===== src/rtl/mod_74x169_n.sv =====
// mod_74x169_n: parametrised synchronous up/down binary counter built as a
// cascade of WIDTH/4 74x169-style nibble slices with internal carry chaining
// and one active-low ripple-carry output.
//
// WIDTH must be a multiple of 4, minimum 4.
//
// Optional build macro MOD_74X169_N_INV_OUT_EN: when defined, an inverter bank
// drives Q = ~cnt. Loading, counting and RCO_N always work on the true count,
// never on the inverted outputs.
module mod_74x169_n #(
    parameter int WIDTH = 8
) (
    input  logic             CLK,
    input  logic             RST,
    input  logic             LD_N,
    input  logic             ENP_N,
    input  logic             ENT_N,
    input  logic             U_D,
    input  logic [WIDTH-1:0] D,
    output logic [WIDTH-1:0] Q,
    output logic             RCO_N
);

    localparam int NSLICE = WIDTH / 4;

    // A nibble is terminal when the next count in the current direction
    // would wrap it: 1111 counting up, 0000 counting down.
    function automatic logic nib_term(input logic [3:0] nib, input logic up);
        logic term_v;
        if (up) begin
            term_v = (nib == 4'hF);
        end else begin
            term_v = (nib == 4'h0);
        end
        return term_v;
    endfunction

    logic [WIDTH-1:0] cnt_r;
    logic [WIDTH-1:0] cnt_nxt_s;
    logic             all_term_s;
    logic             rco_n_s;

    // Slice carry chain: slice k steps only when both enables are active and
    // every lower slice is at its terminal value; also gathers full-width
    // terminal detection for the ripple-carry output.
    always_comb begin
        logic carry_v;
        logic term_v;
        cnt_nxt_s = cnt_r;
        carry_v   = ~ENP_N & ~ENT_N;
        term_v    = 1'b1;
        for (int k = 0; k < NSLICE; k++) begin
            if (carry_v) begin
                if (U_D) begin
                    cnt_nxt_s[4*k +: 4] = cnt_r[4*k +: 4] + 4'd1;
                end else begin
                    cnt_nxt_s[4*k +: 4] = cnt_r[4*k +: 4] - 4'd1;
                end
            end else begin
                cnt_nxt_s[4*k +: 4] = cnt_r[4*k +: 4];
            end
            carry_v = carry_v & nib_term(cnt_r[4*k +: 4], U_D);
            term_v  = term_v & nib_term(cnt_r[4*k +: 4], U_D);
        end
        all_term_s = term_v;
    end

    // Ripple carry is combinational so a downstream stage gated by it sees
    // the carry in the same cycle; it ignores ENP_N, LD_N and RST.
    always_comb begin
        if (!ENT_N && all_term_s) begin
            rco_n_s = 1'b0;
        end else begin
            rco_n_s = 1'b1;
        end
    end

    assign RCO_N = rco_n_s;

    // Count register: reset beats load, load beats counting, otherwise the
    // slice chain decides (holding when the enables are inactive).
    always_ff @(posedge CLK) begin
        if (RST) begin
            cnt_r <= {WIDTH{1'b0}};
        end else if (!LD_N) begin
            cnt_r <= D;
        end else begin
            cnt_r <= cnt_nxt_s;
        end
    end

`ifdef MOD_74X169_N_INV_OUT_EN
    assign Q = ~cnt_r;
`else
    assign Q = cnt_r;
`endif

endmodule


===== config.mk =====
export PLATFORM = sky130hd
export DESIGN_NAME = mod_74x169_n
export DESIGN_NICKNAME = d
export VERILOG_FILES = /design/src/rtl/mod_74x169_n.sv
export SDC_FILE = /design/constraint.sdc
export NUM_CORES = 1
export LEC_CHECK = 0
export CORE_ASPECT_RATIO = 1.1
export CORE_MARGIN = 8
export CORE_UTILIZATION = 40
export DETAILED_ROUTE_END_ITERATION = 8
export DONT_BUFFER_PORTS = 1
export SLEW_MARGIN = 20
export SYNTH_ARGS = -nofsm -noshare
export SYNTH_HDL_FRONTEND = slang
export SYNTH_SLANG_ARGS = --single-unit

===== constraint.sdc =====
create_clock -name CLK -period 2.2 [get_ports CLK]
set_input_delay 0.55 -clock CLK [delete_from_list [all_inputs] [get_ports CLK]]
set_output_delay 0.55 -clock CLK [all_outputs]
set_load 0.02 [all_outputs]

Word-level counts from Yosys, hierarchy flattened
Cells that the tools add are included.
Cells by class
  add/subtract/negate cells: 4
  multipliers: 0
  div/mod/pow operators: 0
  $lt $le $gt $ge: 0
  eq/ne operators: 4
  shift operators: 0
  muxes and demuxes: 8
  bitwise logic cells: 5
  reduce and logical (&&, ||, !) cells: 4
Operators with widths (count)
  $mux W4: 4
  $add A4 B1 Y4 const B: 2
  $eq A4 B4 Y1 const B: 2
  $logic_not A4 Y1: 2
  $mux W8: 1
  $sub A4 B1 Y4 const B: 2
  $ne A2 B1 Y1 const B: 2
  $and A1 B1 Y1: 3
  $mux W1: 3
  $not A1 Y1: 2
  $logic_and A1 B1 Y1: 1
  $logic_not A1 Y1: 1
Storage, ports and cells
  register bits after elaboration: 8
  latch bits: 0
  RAM bits: 0
  memory bits (read-only): 0
  input bits: 14
  output and inout port bits: 9
  word-level logic and storage cells: 27
  memories kept: 0

Depth between registers and ports, before layout
  depth in word-level cells: 5
  mapped depth: 7
  depth with buffers taken out: 7

Worst setup path after synthesis
Ideal clock, no wire load.
  path kind: input to register
  start point: input port U_D
  end point: register cnt_r[7], in the netlist Q[7]
  library setup time: 0.147 ns
  arrival time: 1.824 ns
  data required time: 2.053 ns
  slack: 0.229 ns
  stages: 7
  path buffers: 0
  cell sequence: inv_1 > ha_1 > a21o_1 > a21oi_1 > mux2i_1 > mux2i_1 > o311ai_0
On the way
  word-level cells in the longest chain between the ends: 3
  elaborated cells between the ends (all ways): 6
  classes of those cells: eq/ne (1); mux (4); bitwise (1)
RTL lines
  from (decl): RTL line 18  | input logic U_D,
  $mux W1 or $mux W4 (tied branches): RTL line 30, 54
  $and A1 B1 Y1 or $mux W4 (tied branches): RTL line 62, 53
  $ne A2 B1 Y1 (no line) or $mux W8 (tied branches)
  to (signal assigned): RTL line 84  | cnt_r <= {WIDTH{1'b0}};
  to (signal assigned): RTL line 88  | cnt_r <= cnt_nxt_s;
  to (decl): RTL line 38  | logic [WIDTH-1:0] cnt_r;
Parallel ways exist; a longest one is shown, timed or not. The select of a mux whose other input is x is not followed.
A chain may end at the register's enable or synchronous reset.

Worst setup path in the final report
  start point: register cnt_r[3], in the netlist Q[3]
  end point: output port RCO_N
On the way
  word-level cells in the longest chain between the ends: 5
  elaborated cells between the ends (all ways): 6
  classes of those cells: eq/ne (1); mux (2); bitwise (1); reduce/logical (2)
RTL lines
  $eq A4 B4 Y1 or $logic_not A4 Y1 (tied branches): RTL line 31, 33
  $mux W1 *: RTL line 30  | if (up) begin
  $and A1 B1 Y1 *: RTL line 63  | term_v = term_v & nib_term(cnt_r[4*k +: 4], U_D);
  $logic_and A1 B1 Y1 *: RTL line 71  | if (!ENT_N && all_term_s) begin
  $mux W1 *: RTL line 71
  to (decl): RTL line 21  | output logic RCO_N
Every way passes the cells marked *; elsewhere a longest branch is shown, timed or not.

==> impl_metrics.py <==
metrics = {
    "outcome": {
        "status": "finished, final reports clean",
    },
    "global_route": {
        "grt_pass1_vias": 531,
        "antenna_found_initial": 0,
        "grt_pass1_wl_um": 2410,
        "overflow": 0,
        "grt_start_max_net_pins": 18,
        "track_usage_pct": 10.1,
    },
    "clock_tree": {
        "h-tree-depth": 1,
        "post-cts-setup-buffers": 0,
        "cts_sinks": 8,
        "cts_root_buf": "clkbuf_4",
        "ctsResizeCount": 0,
        "holdBufCountCts": 0,
        "path_clk_slew_ps": 60,
        "cts_buffers": 3,
        "clockBufferDepth": 2,
        "cts_tree": "built",
        "clkLatencyLatePin_ps": 260,
    },
    "synthesis": {
        "synth-xor-area-share_pct": 6.82,
        "synth_edf_count": 0,
        "netlist_area_sq_um": 642,
        "synth_seq_cells": 8,
        "synth_compound_area_share_pct": 15.4,
        "synth_flop_cell": "dfxtp_1",
        "yosys.area_share.simple_pct": 27.1,
        "yosys.area_share.adder_pct": 14.0,
        "synth.avg_cell_area_sq_um": 9.17,
        "synthArstFlopShare_pct": 0,
        "yosysSeqAreaShare_pct": 25.0,
        "syn-num-nets": 90,
        "synth_cells": 70,
        "synth_top_family_by_area": "simple AND/OR/NAND/NOR gates",
        "synth_cell_type_count": 29,
        "synth_warnings": 0,
        "synthMuxAreaShare_pct": 9.94,
    },
    "drt": {
        "wirelength_um": 1480,
        "drc": 0,
        "via_count": 533,
        "ant_nets": 0,
        "firstDrtPassIters": 3,
        "drtIter0Drc": 12,
        "post_drt_wl_per_cell_um": 15.7,
        "drt-vias-per-instance": 5.67,
    },
    "floorplanning": {
        "fp.dieH_um": 58.0,
        "die_width_um": 54.2,
        "core_area_sq_um": 1540,
        "ios": 23,
        "dieArea_sq_um": 3140,
        "start_util_pct": 41.7,
        "core.rowCount": 15,
    },
    "power": {
        "total_power_mw": 0.405,
        "power_density_nw_per_um2": 559,
        "p_leak_nw": 0.294,
        "irDropWorstVdd_v": 0.000329,
    },
    "setup_path": {
        "reg2regPathDepth": 6,
        "r2r_start": "Q[5]",
        "path_class": "reg -> out",
        "cp-startpoint": "Q[3]",
        "arrival_ps": 1550,
        "worstSetupEndpoint": "RCO_N",
        "rrSetupSlack_ps": 380,
        "crit_fanout": 4,
        "r2r-end": "Q[7]",
        "worstSetupStartpointType": "flop",
        "cp.required_ps": 1650,
        "critPathCaptureType": "output port",
    },
    "timing": {
        "setup_violations": 0,
        "slew_headroom_pct": 72.9,
        "timing.fmax_ghz": 0.477,
        "worstMarginPinSlew_ps": 406,
        "fin_crit_ps": 2100,
        "skew_ps": 6.46,
        "hold_viol": 0,
        "drv_slew": 0,
        "setup_tns_ps": 0,
        "fin_crit_sh_pct": 95.3,
        "rsz0062_at_grt": "no",
    },
    "layout": {
        "largest_reg_flops": 8,
        "areaGrowthSynthToFinish_pct": 12.9,
        "drive_above_1_share_pct": 23.4,
        "n_antenna_cell": 0,
        "layout.nets": 99,
        "fillCellCount": 159,
        "final_cells": 94,
        "final_util_pct": 47.1,
    },
    "run": {
        "cap_violations": 0,
    },
    "place": {
        "dp_hpwl_um": 1180,
        "place_congestion": 0.787,
        "placement.io_buffers": 0,
        "dpl.cell_count": 91,
    },
    "min_path": {
        "hp-class": "in -> reg",
    },
}
[cell families after synthesis]
group / after synthesis
and+or+nand+nor: 29
AOI/OAI and AO/OA: 13
DFF: 8
muxes: 6
adders and majority gates: 6
xor gates and xnor gates: 5
buffers and inverters: 3
[cells in the final DEF, fill, tap and decap left out, types with 2 or more instances in the layout]
| master | instances |
|---|---|
| nor2_1 | 13 |
| xnor2_1 | 5 |
| dfxtp_1 | 7 |
| a211oi_2 | 2 |
| buf_4 | 6 |
| ha_1 | 4 |
| clkbuf_4 | 3 |
| mux2i_1 | 5 |
| a21oi_1 | 3 |
| o21ai_0 | 2 |
| a211oi_1 | 2 |
| fa_1 | 2 |
| nand2_1 | 5 |
[power by group]
group          internal [mW]  total, mW  switching (mW)
clock network         0.0625      0.113          0.0510
registers              0.158      0.184          0.0265
logic                 0.0557      0.107          0.0516
[metrics by stage]
| step | setup slack [ps] | area (sq um) | hold slack, ps |
|---|---|---|---|
| 3_3_place_gp | 79.9 | 701 | 617 |
| 2_1_floorplan | 229 | 642 | 630 |
| 5_1_grt | 11.8 | 724 | 336 |
| 6_report | 103 | 724 | 347 |
| 3_5_place_dp | 0.266 | 701 | 617 |
| 4_1_cts | 41.7 | 723 | 347 |
[final cells by class]
class / instances / area, sq um / area share [%]
clock buffer: 3 / 22.5 / 3.11
timing repair buffer: 6 / 45.0 / 6.22
inverter: 1 / 3.75 / 0.518
multi-input combinational: 59 / 470 / 64.9
tap: 17 / 21.3 / 2.94
sequential: 8 / 161 / 22.3
[critical path, stage by stage, from the launching register on]
cell and delay [ps]:
dfxtp_1 550, and4_1 290, mux2i_2 110, nor2_1 100, o21ai_0 80, buf_4 160
[Yosys cell counts (2+ instances only)]
master,number,share of area [%]
clkbuf_1,2,1.2
ha_1,4,7.8
a21oi_1,3,2.3
a211oi_2,2,3.9
a211oi_1,2,2.3
nor2_1,13,7.6
xnor2_1,5,6.8
mux2i_1,5,7.8
dfxtp_1,8,25
nand2_1,5,2.9
o21ai_0,2,1.6
fa_1,2,6.2
[metal layers]
layer  routed length (um)  GRT usage (%)  vias up  share of wire (%)
li1                     -              -      272                  -
met1                  653           12.4      240                 44
met2                  640           14.3       16                 43
met3                  140           3.84        5                9.5
met4                   40           6.34        0                2.7
met5                    0              0        -                  0
[worst min-delay path by stage]
stage	startpoint	to	slack, ps	depth (start not counted)
after floorplan	Q[7]	Q[7]	630	2
after global placement	RST	Q[5]	620	1
after detailed placement	RST	Q[4]	620	1
after CTS	RST	Q[4]	350	1
after global routing	RST	Q[1]	340	1
final	RST	Q[1]	350	1
(Power assumes the default switching activity.)
